`config.mk`:
```
export PLATFORM = sky130hd
export DESIGN_NAME = pool_window_gather
export DESIGN_NICKNAME = d
export VERILOG_FILES = /design/src/rtl/pool_window_gather.sv
export SDC_FILE = /design/constraint.sdc
export NUM_CORES = 1
export LEC_CHECK = 0
export CAP_MARGIN = 5
export CORE_MARGIN = 2
export CORE_UTILIZATION = 60
export DETAILED_ROUTE_END_ITERATION = 16
export PLACE_DENSITY = 0.8
export REMOVE_ABC_BUFFERS = 1
export SETUP_SLACK_MARGIN = 0.2
export SLEW_MARGIN = 30
export SYNTH_ARGS = -nofsm -noshare
export SYNTH_HDL_FRONTEND = slang
export SYNTH_SLANG_ARGS = --single-unit
```
`constraint.sdc`:
```
create_clock -name clk -period 3.9 [get_ports clk]
set_input_delay 0.78 -clock clk [delete_from_list [all_inputs] [get_ports clk]]
set_output_delay 0.78 -clock clk [all_outputs]
set_load 0.01 [all_outputs]
```
`src/rtl/pool_window_gather.sv`:
```
// -----------------------------------------------------------------------------
// pool_window_gather
//
// Streaming 2x2 window gatherer feeding the pooling unit. Pixels arrive one per
// accepted cycle in raster order. Even rows are parked in a one-row line
// buffer. On odd rows each pair of pixels is combined with the two buffered
// pixels above it, and the result is presented as a single 2x2 window with a
// one-cycle strobe. Windows do not overlap (stride 2). A trailing odd column,
// and a trailing odd row, are counted but never used.
//
// Optional feature (compile-time macro): POOL_WIN_SOF_EN
//   When defined, an extra sof_in input restarts the frame. An accepted pixel
//   with sof_in high is treated as pixel (0,0), and any partial frame in
//   progress is abandoned without a frame_done pulse.
//
// Parameters
//   IMG_WIDTH   pixels per row   (>= 2)
//   IMG_HEIGHT  rows per frame   (>= 2)
//
// Ports
//   clk         rising-edge clock
//   rst         synchronous, active-high reset
//   pixel_in    signed 16-bit pixel
//   valid_in    pixel_in is consumed this cycle (no backpressure)
//   sof_in      start-of-frame marker (POOL_WIN_SOF_EN only)
//   win0..win3  window: top-left, top-right, bottom-left, bottom-right
//   win_valid   one-cycle strobe, win0..win3 hold a fresh window
//   frame_done  one-cycle strobe, last pixel of the frame was consumed
// -----------------------------------------------------------------------------
module pool_window_gather #(
    parameter int IMG_WIDTH  = 28,
    parameter int IMG_HEIGHT = 28
) (
    input  logic               clk,
    input  logic               rst,
    input  logic signed [15:0] pixel_in,
    input  logic               valid_in,
`ifdef POOL_WIN_SOF_EN
    input  logic               sof_in,
`endif
    output logic signed [15:0] win0,
    output logic signed [15:0] win1,
    output logic signed [15:0] win2,
    output logic signed [15:0] win3,
    output logic               win_valid,
    output logic               frame_done
);

    localparam int COL_W = (IMG_WIDTH  > 2) ? $clog2(IMG_WIDTH)  : 1;
    localparam int ROW_W = (IMG_HEIGHT > 2) ? $clog2(IMG_HEIGHT) : 1;

    localparam logic [COL_W-1:0] LAST_COL   = COL_W'(IMG_WIDTH - 1);
    localparam logic [ROW_W-1:0] LAST_ROW   = ROW_W'(IMG_HEIGHT - 1);
    localparam logic [ROW_W-1:0] PENULT_ROW = ROW_W'(IMG_HEIGHT - 2);
    localparam logic [COL_W-1:0] COL_ONE    = COL_W'(1);
    localparam logic [ROW_W-1:0] ROW_ONE    = ROW_W'(1);

    // TOP    : even row, pixels go into the line buffer
    // BOTTOM : odd row, pixel pairs complete windows
    // DROP   : unpaired last row of an odd-height frame, counted only
    typedef enum logic [1:0] {
        TOP    = 2'd0,
        BOTTOM = 2'd1,
        DROP   = 2'd2
    } state_t;

    state_t             state;
    logic [COL_W-1:0]   col;
    logic [ROW_W-1:0]   row;
    logic signed [15:0] left_reg;
    logic signed [15:0] line_buf [IMG_WIDTH];

    // Effective position of the current pixel (after any start-of-frame
    // override) and the position/state it leads to.
    state_t             cur_state;
    state_t             next_state;
    logic [COL_W-1:0]   cur_col;
    logic [ROW_W-1:0]   cur_row;
    logic [ROW_W-1:0]   next_row;
    logic [COL_W-1:0]   pair_col;
    logic               at_last_col;
    logic               at_last_row;
    logic               completes_window;
    logic               takes_left;
    logic signed [15:0] lb_left;
    logic signed [15:0] lb_right;

    // NOTE: every signal assigned in this block receives a default value
    // first, so no path leaves one unassigned and no latch is inferred.
    always_comb begin
        cur_state = state;
        cur_col   = col;
        cur_row   = row;
`ifdef POOL_WIN_SOF_EN
        // Only meaningful when the pixel is actually accepted; every use
        // below is qualified by valid_in.
        if (sof_in) begin
            cur_state = TOP;
            cur_col   = '0;
            cur_row   = '0;
        end
`endif
        at_last_col = (cur_col == LAST_COL);
        at_last_row = (cur_row == LAST_ROW);

        next_row = at_last_row ? '0 : cur_row + ROW_ONE;

        next_state = cur_state;
        if (at_last_col) begin
            case (cur_state)
                TOP:    next_state = BOTTOM;
                BOTTOM: begin
                    if (at_last_row)
                        next_state = TOP;      // frame complete
                    else if (cur_row == PENULT_ROW)
                        next_state = DROP;     // one unpaired row remains
                    else
                        next_state = TOP;
                end
                DROP:   next_state = TOP;
                default: next_state = TOP;
            endcase
        end

        // Odd columns close a window; even columns supply its left half.
        // For an odd width the final (even) column only touches left_reg,
        // which is overwritten before it is ever used again.
        completes_window = (cur_state == BOTTOM) &&  cur_col[0];
        takes_left       = (cur_state == BOTTOM) && !cur_col[0];

        // Even partner of the current column; always in range.
        pair_col = cur_col & ~COL_ONE;
        lb_left  = line_buf[pair_col];
        lb_right = line_buf[cur_col];
    end

    // NOTE: the line buffer has no reset. Every entry is written on a TOP
    // row before the following BOTTOM row reads it, so clearing it would
    // only cost reset fan-out.
    always_ff @(posedge clk) begin
        if (!rst && valid_in && cur_state == TOP)
            line_buf[cur_col] <= pixel_in;
    end

    // Position counters, row-parity FSM and registered window outputs.
    // NOTE: sequential state uses non-blocking assignments so every register
    // samples the pre-edge values, independent of statement order.
    always_ff @(posedge clk) begin
        if (rst) begin
            state      <= TOP;
            col        <= '0;
            row        <= '0;
            left_reg   <= '0;
            win0       <= '0;
            win1       <= '0;
            win2       <= '0;
            win3       <= '0;
            win_valid  <= 1'b0;
            frame_done <= 1'b0;
        end else begin
            win_valid  <= 1'b0;
            frame_done <= 1'b0;

            if (valid_in) begin
                if (at_last_col) begin
                    col   <= '0;
                    row   <= next_row;
                    state <= next_state;
                end else begin
                    col   <= cur_col + COL_ONE;
                    row   <= cur_row;
                    state <= cur_state;
                end

                if (takes_left)
                    left_reg <= pixel_in;

                if (completes_window) begin
                    win0      <= lb_left;
                    win1      <= lb_right;
                    win2      <= left_reg;
                    win3      <= pixel_in;
                    win_valid <= 1'b1;
                end

                frame_done <= at_last_col && at_last_row;
            end
        end
    end

endmodule

```
==> results of run 1 <==
area by class of cell:
class / count / area [um2] / share of cell area
sequential: 542 / 15300 / 0.636
timing repair buffer: 145 / 1310 / 0.0543
multi-input combinational: 656 / 5280 / 0.219
clock inverter: 20 / 193 / 0.00798
clock buffer: 74 / 1420 / 0.0586
tap: 455 / 569 / 0.0236
inverter: 7 / 26.3 / 0.00109
worst max-delay path, stage by stage:
cell             delay, ps
clkdlybuf4s50_1        710
nor4b_1                660
nand2_1                420
nor2_1                 360
buf_4                  310
per-layer routing:
metal  share of wire  up-vias
li1                -     5188
met1            0.39     5937
met2            0.47      727
met3            0.11       96
met4           0.027        0
met5               0        -
power groups by stage:
| stage | logic, W | registers [W] | clock network [W] |
|---|---|---|---|
| final | 0.000445 | 0.00631 | 0.00478 |
| after global routing | 0.000470 | 0.00631 | 0.00506 |
| after CTS | 0.000441 | 0.00631 | 0.00483 |
| after detailed placement | 0.000435 | 0.00643 | 0 |
| after global placement | 0.000426 | 0.00643 | 0 |
| after floorplan | 0.000214 | 0.00646 | 0 |
logic make-up after synthesis:
kind of cell    after synthesis
compound gates              162
xor+xnor                      6
buf+inv                      83
flops                       542
mux                         173
fa+ha+maj                     7
simple gates                308
per-stage QoR:
stage	hold WS, ps	util	power [W]	setup slack [ps]
floorplan	426	-	0.00667	-2180
finish	455	0.699	0.0115	893
global route	470	0.699	0.0118	821
detailed placement	445	0.652	0.00687	449
CTS	455	0.699	0.0116	972
global placement	442	0.652	0.00686	549
placed cells by master, fill, tap and decap left out, drive strengths merged, types with 23 or more instances in the layout:
cell type      Yosys  layout
edfxtp           448     448
nand2            153     153
dfxtp             94      94
clkdlybuf4s50      0      81
mux2i             79      79
clkbuf            31      74
mux4              68      68
a21oi             64      64
buf               45      64
nor2              47      47
mux2              26      26
o21ai             23      23
final timing paths:
check / start / end / slack [ps] / cells past startpoint
setup / recovery: valid_in / line_buf[2][0] / 890 / 5
setup reg to reg: col[3] / line_buf[20][5] / 1180 / 5
hold / removal: win2[13] / win2[13] / 450 / 2
hold reg to reg: win2[13] / win2[13] / 450 / 2
==> qor.yml, run 1 <==
met2_usage: 0.420
cp_data_required_time_ps: 4150
grt_start_max_net_pins: 94
synth_common_cells: "edfxtp_1 (448), nand2_1 (153), dfxtp_1 (94)"
finClkSkew_ps: 12.6
synth-edff-count: 448
startpoint_type: "input pin"
p_per_area_nw_per_um2: 478
crit_type: "input pin to flop"
setup_viol: 0
wl_per_cell_um: 25.1
io_pins: 85
core_area_um2: 34500
vias_per_cell: 6.29
vias: 11900
p_comb_frac: 0.039
dp_hpwl_um: 28200
drt_iter0_drc: 1725
clkPwrFrac: 0.415
placed_cells: 1805
min_period_ps: 3010
routabilityCongestion: 0.857
postRouteAntennaNets: 0
switching_share: 0.201
synth_compound_gate_area_share: 0.0489
synth_top_area_frac: 0.638
synthSimpleGateAreaFrac: 0.0699
cts-hold-fix-buffers: 0
maxSlewViolCount: 0
postSynthCellCount: 1281
vdd_drop_max_mv: 0.401
synth_ff_type: "edfxtp_1"
hold_violations: 0
yosys-mux-area-fraction: 0.124
ys_async_sr_fraction: 0
cts.sinks: 542
clk_path_buf_depth: 3
synthXorXnorAreaFrac: 0.00249
crit_arrival_ps: 3250
grt-ovfl-total: 0
final_area_um2: 24100
finalSetupTns_ps: 0
cp_max_fo: 14
seq_area_frac_synth: 0.727
synthAdderAreaFrac: 0.00416
yosysTopAreaCell: "edfxtp_1"
insertion_delay_ps: 570
switching_power_w: 0.00232
drc: 0
cts_resized: 0
fin_cells: 1899
ys_ff_latch: 542
outcome: "completed"
yosysUniqueCellTypes: 56
hp-class: "flop to flop"
tightest_slew_ps: 954
yosysMostFrequentCell: "edfxtp_1"
start_util: 0.610
htree_num_levels: 2
die_h_um: 191
rsz0062_at_grt: "no"
critPathCaptureType: "flop"
synth_top_family_by_area: "multiplexers"
maxCapViolCount: 0
layout-drive-gt1-share: 0.157
grt_util_met3: 0.0466
track_usage: 0.268
root_buffer: "clkbuf_16"
period_share: 0.771
die_w_um: 191
p_leak_nw: 7.59
yosys-top-cells-area: "edfxtp_1 (64%), dfxtp_1 (8.9%), mux4_2 (7.3%)"
routed_wl_um: 47700
grt-busiest-layer: "met2"
port_buffers: 84
firstDrtPassIters: 7
ys_warn_count: 0
fin_nets: 1428
post_cts_buffers: 0
mappedNetlistArea_um2: 21100
cts.clk_slew.worst_paths_ps: 60
synth.avg_cell_area_um2: 16.5
antenna_cells: 0
grt_util_met1: 0.390
area_growth_pct: 14.5
grt_pass1_vias: 11900
power_frac_seq: 0.547
dpl-instance-area_um2: 22500
largest_reg_flops: 448
cts_tree: "built"
numCtsBuffers: 50
fillCellCount: 2140
fmax_mhz: 333
largest_register: "line_buf"
rows: 68
die_area_um2: 36600
slew_headroom: 0.364
antenna_found_initial: 0
intPower_w: 0.00922
grt_first_pass_wirelength_um: 72600
(Power assumes the default switching activity.)
==> inputs of run 2 (changes only) <==
- CORE_UTILIZATION: 60 -> 54
- PLACE_DENSITY: 0.8 -> 0.76
- clock period: 3.9 -> 2.6 ns (I/O delays scaled with it)
==> run 2 against run 1 <==
  * Routed wire length about the same
  * Sequential share of layout area decreased by 1.6 points
  * Sequential power rose by 50%
  * Register-to-register slack worse by 760 ps
  * Worst setup slack worse by 470 ps
  * Sequential cell count stayed put
  * Total power increased by 52%
  * Critical endpoint is now win1[5]
  * Largest cell class unchanged
  * Largest power group unchanged
  * Highest routed layer unchanged
==> qor.yml, run 2 (synthesized netlist as in run 1, its figures left out) <==
outcome: "completed"
grt-ovfl-total: 0
cts.sinks: 542
die_area_um2: 40600
tightest_slew_ps: 907
cts_tree: "built"
root_buffer: "clkbuf_16"
die_w_um: 202
crit_type: "flop to flop"
finClkSkew_ps: 17.9
drc: 0
fillCellCount: 2667
port_buffers: 84
cp_max_fo: 20
post_cts_buffers: 0
slew_headroom: 0.395
fin_nets: 1454
drt_iter0_drc: 1527
routed_wl_um: 47700
vias_per_cell: 5.99
crit_arrival_ps: 2610
cts-hold-fix-buffers: 0
grt_first_pass_wirelength_um: 71400
maxCapViolCount: 0
layout_commonest_cell: "edfxtp_1"
p_leak_nw: 7.83
antenna_cells: 0
cts.clk_slew.worst_paths_ps: 70
core_area_um2: 38600
firstDrtPassIters: 5
multiInputGateArea_um2: 5280
numCtsBuffers: 50
critPathCaptureType: "flop"
cts_resized: 0
hold_violations: 0
fin_util: 0.643
seq_area_um2: 15300
io_pins: 85
fmax_mhz: 459
period_share: 0.838
clk_path_buf_depth: 3
grt_start_max_net_pins: 87
insertion_delay_ps: 580
start_util: 0.547
largest_register: "line_buf"
rsz0062_at_grt: "no"
antenna_found_initial: 0
htree_num_levels: 2
final_cell_mix: "edfxtp_1 (448), nand2_1 (153), dfxtp_1 (91)"
die_h_um: 202
rows: 72
min_period_ps: 2180
track_usage: 0.235
maxSlewViolCount: 0
dp_hpwl_um: 29500
grt_pass1_vias: 11800
largest_reg_flops: 448
setup_viol: 0
area_growth_pct: 17.5
post-place-ws_ps: 37.5
cp_data_required_time_ps: 3030
postRouteAntennaNets: 0
routabilityCongestion: 0.880
vdd_drop_max_mv: 0.591
wl_per_cell_um: 24.0
setup_slack_ps: 421
hp-class: "input pin to flop"
vias: 11900
layout-drive-gt1-share: 0.178
startpoint_type: "flop"
p_per_area_nw_per_um2: 708
[run 2: cell type report]
class | instances | share of cell area
clock buffers | 78 | 0.0623
clock inverters | 15 | 0.00621
inverters | 7 | 0.00106
multi-input cells | 656 | 0.213
flip-flops and latches | 542 | 0.619
well taps | 518 | 0.0262
repair buffers | 171 | 0.0718
[run 2: routing by layer]
metal / up-vias / GRT usage / part of all wire
li1: 5255 / - / -
met3: 85 / 0.0432 / 0.087
met2: 571 / 0.380 / 0.48
met1: 5985 / 0.332 / 0.41
met4: 0 / 0.0683 / 0.026
met5: - / 0 / 0
[run 2: power by group]
| group | internal (W) | switching (W) |
|---|---|---|
| Sequential | 0.00942 | 0.0000277 |
| Combinational | 0.000270 | 0.000443 |
| Clock | 0.00438 | 0.00301 |
| Total | 0.0141 | 0.00348 |
[run 2: path summary, 6_finish.rpt]
kind                 start        to  slack (ps)  depth (start not counted)
setup / recovery    col[1]   win1[5]         420                          5
hold / removal         rst   win0[2]         310                          3
setup reg to reg    col[1]   win1[5]         420                          5
hold reg to reg   win3[13]  win3[13]         450                          2
[run 2: metrics by stage]
| step | instances | TNS (ps) | hold WS, ps | total power (W) | cell area, um2 |
|---|---|---|---|---|---|
| 2_1_floorplan | 1205 | -1448320 | 426 | 0.0100 | 20600 |
| 3_3_place_gp | 1894 | 0 | 440 | 0.0103 | 23100 |
| 3_5_place_dp | 1894 | 0 | 442 | 0.0103 | 23100 |
| 4_1_cts | 1987 | 0 | 297 | 0.0176 | 24800 |
| 5_1_grt | 1987 | 0 | 328 | 0.0180 | 24800 |
| 6_report | 1987 | 0 | 314 | 0.0175 | 24800 |
[run 2: worst max-delay path, cell delays in order, from the launching register on]
cell and delay, ps:
dfxtp_4 550, buf_4 370, mux2i_1 260, nor2_1 60, a2111oi_0 660, o31ai_1 140
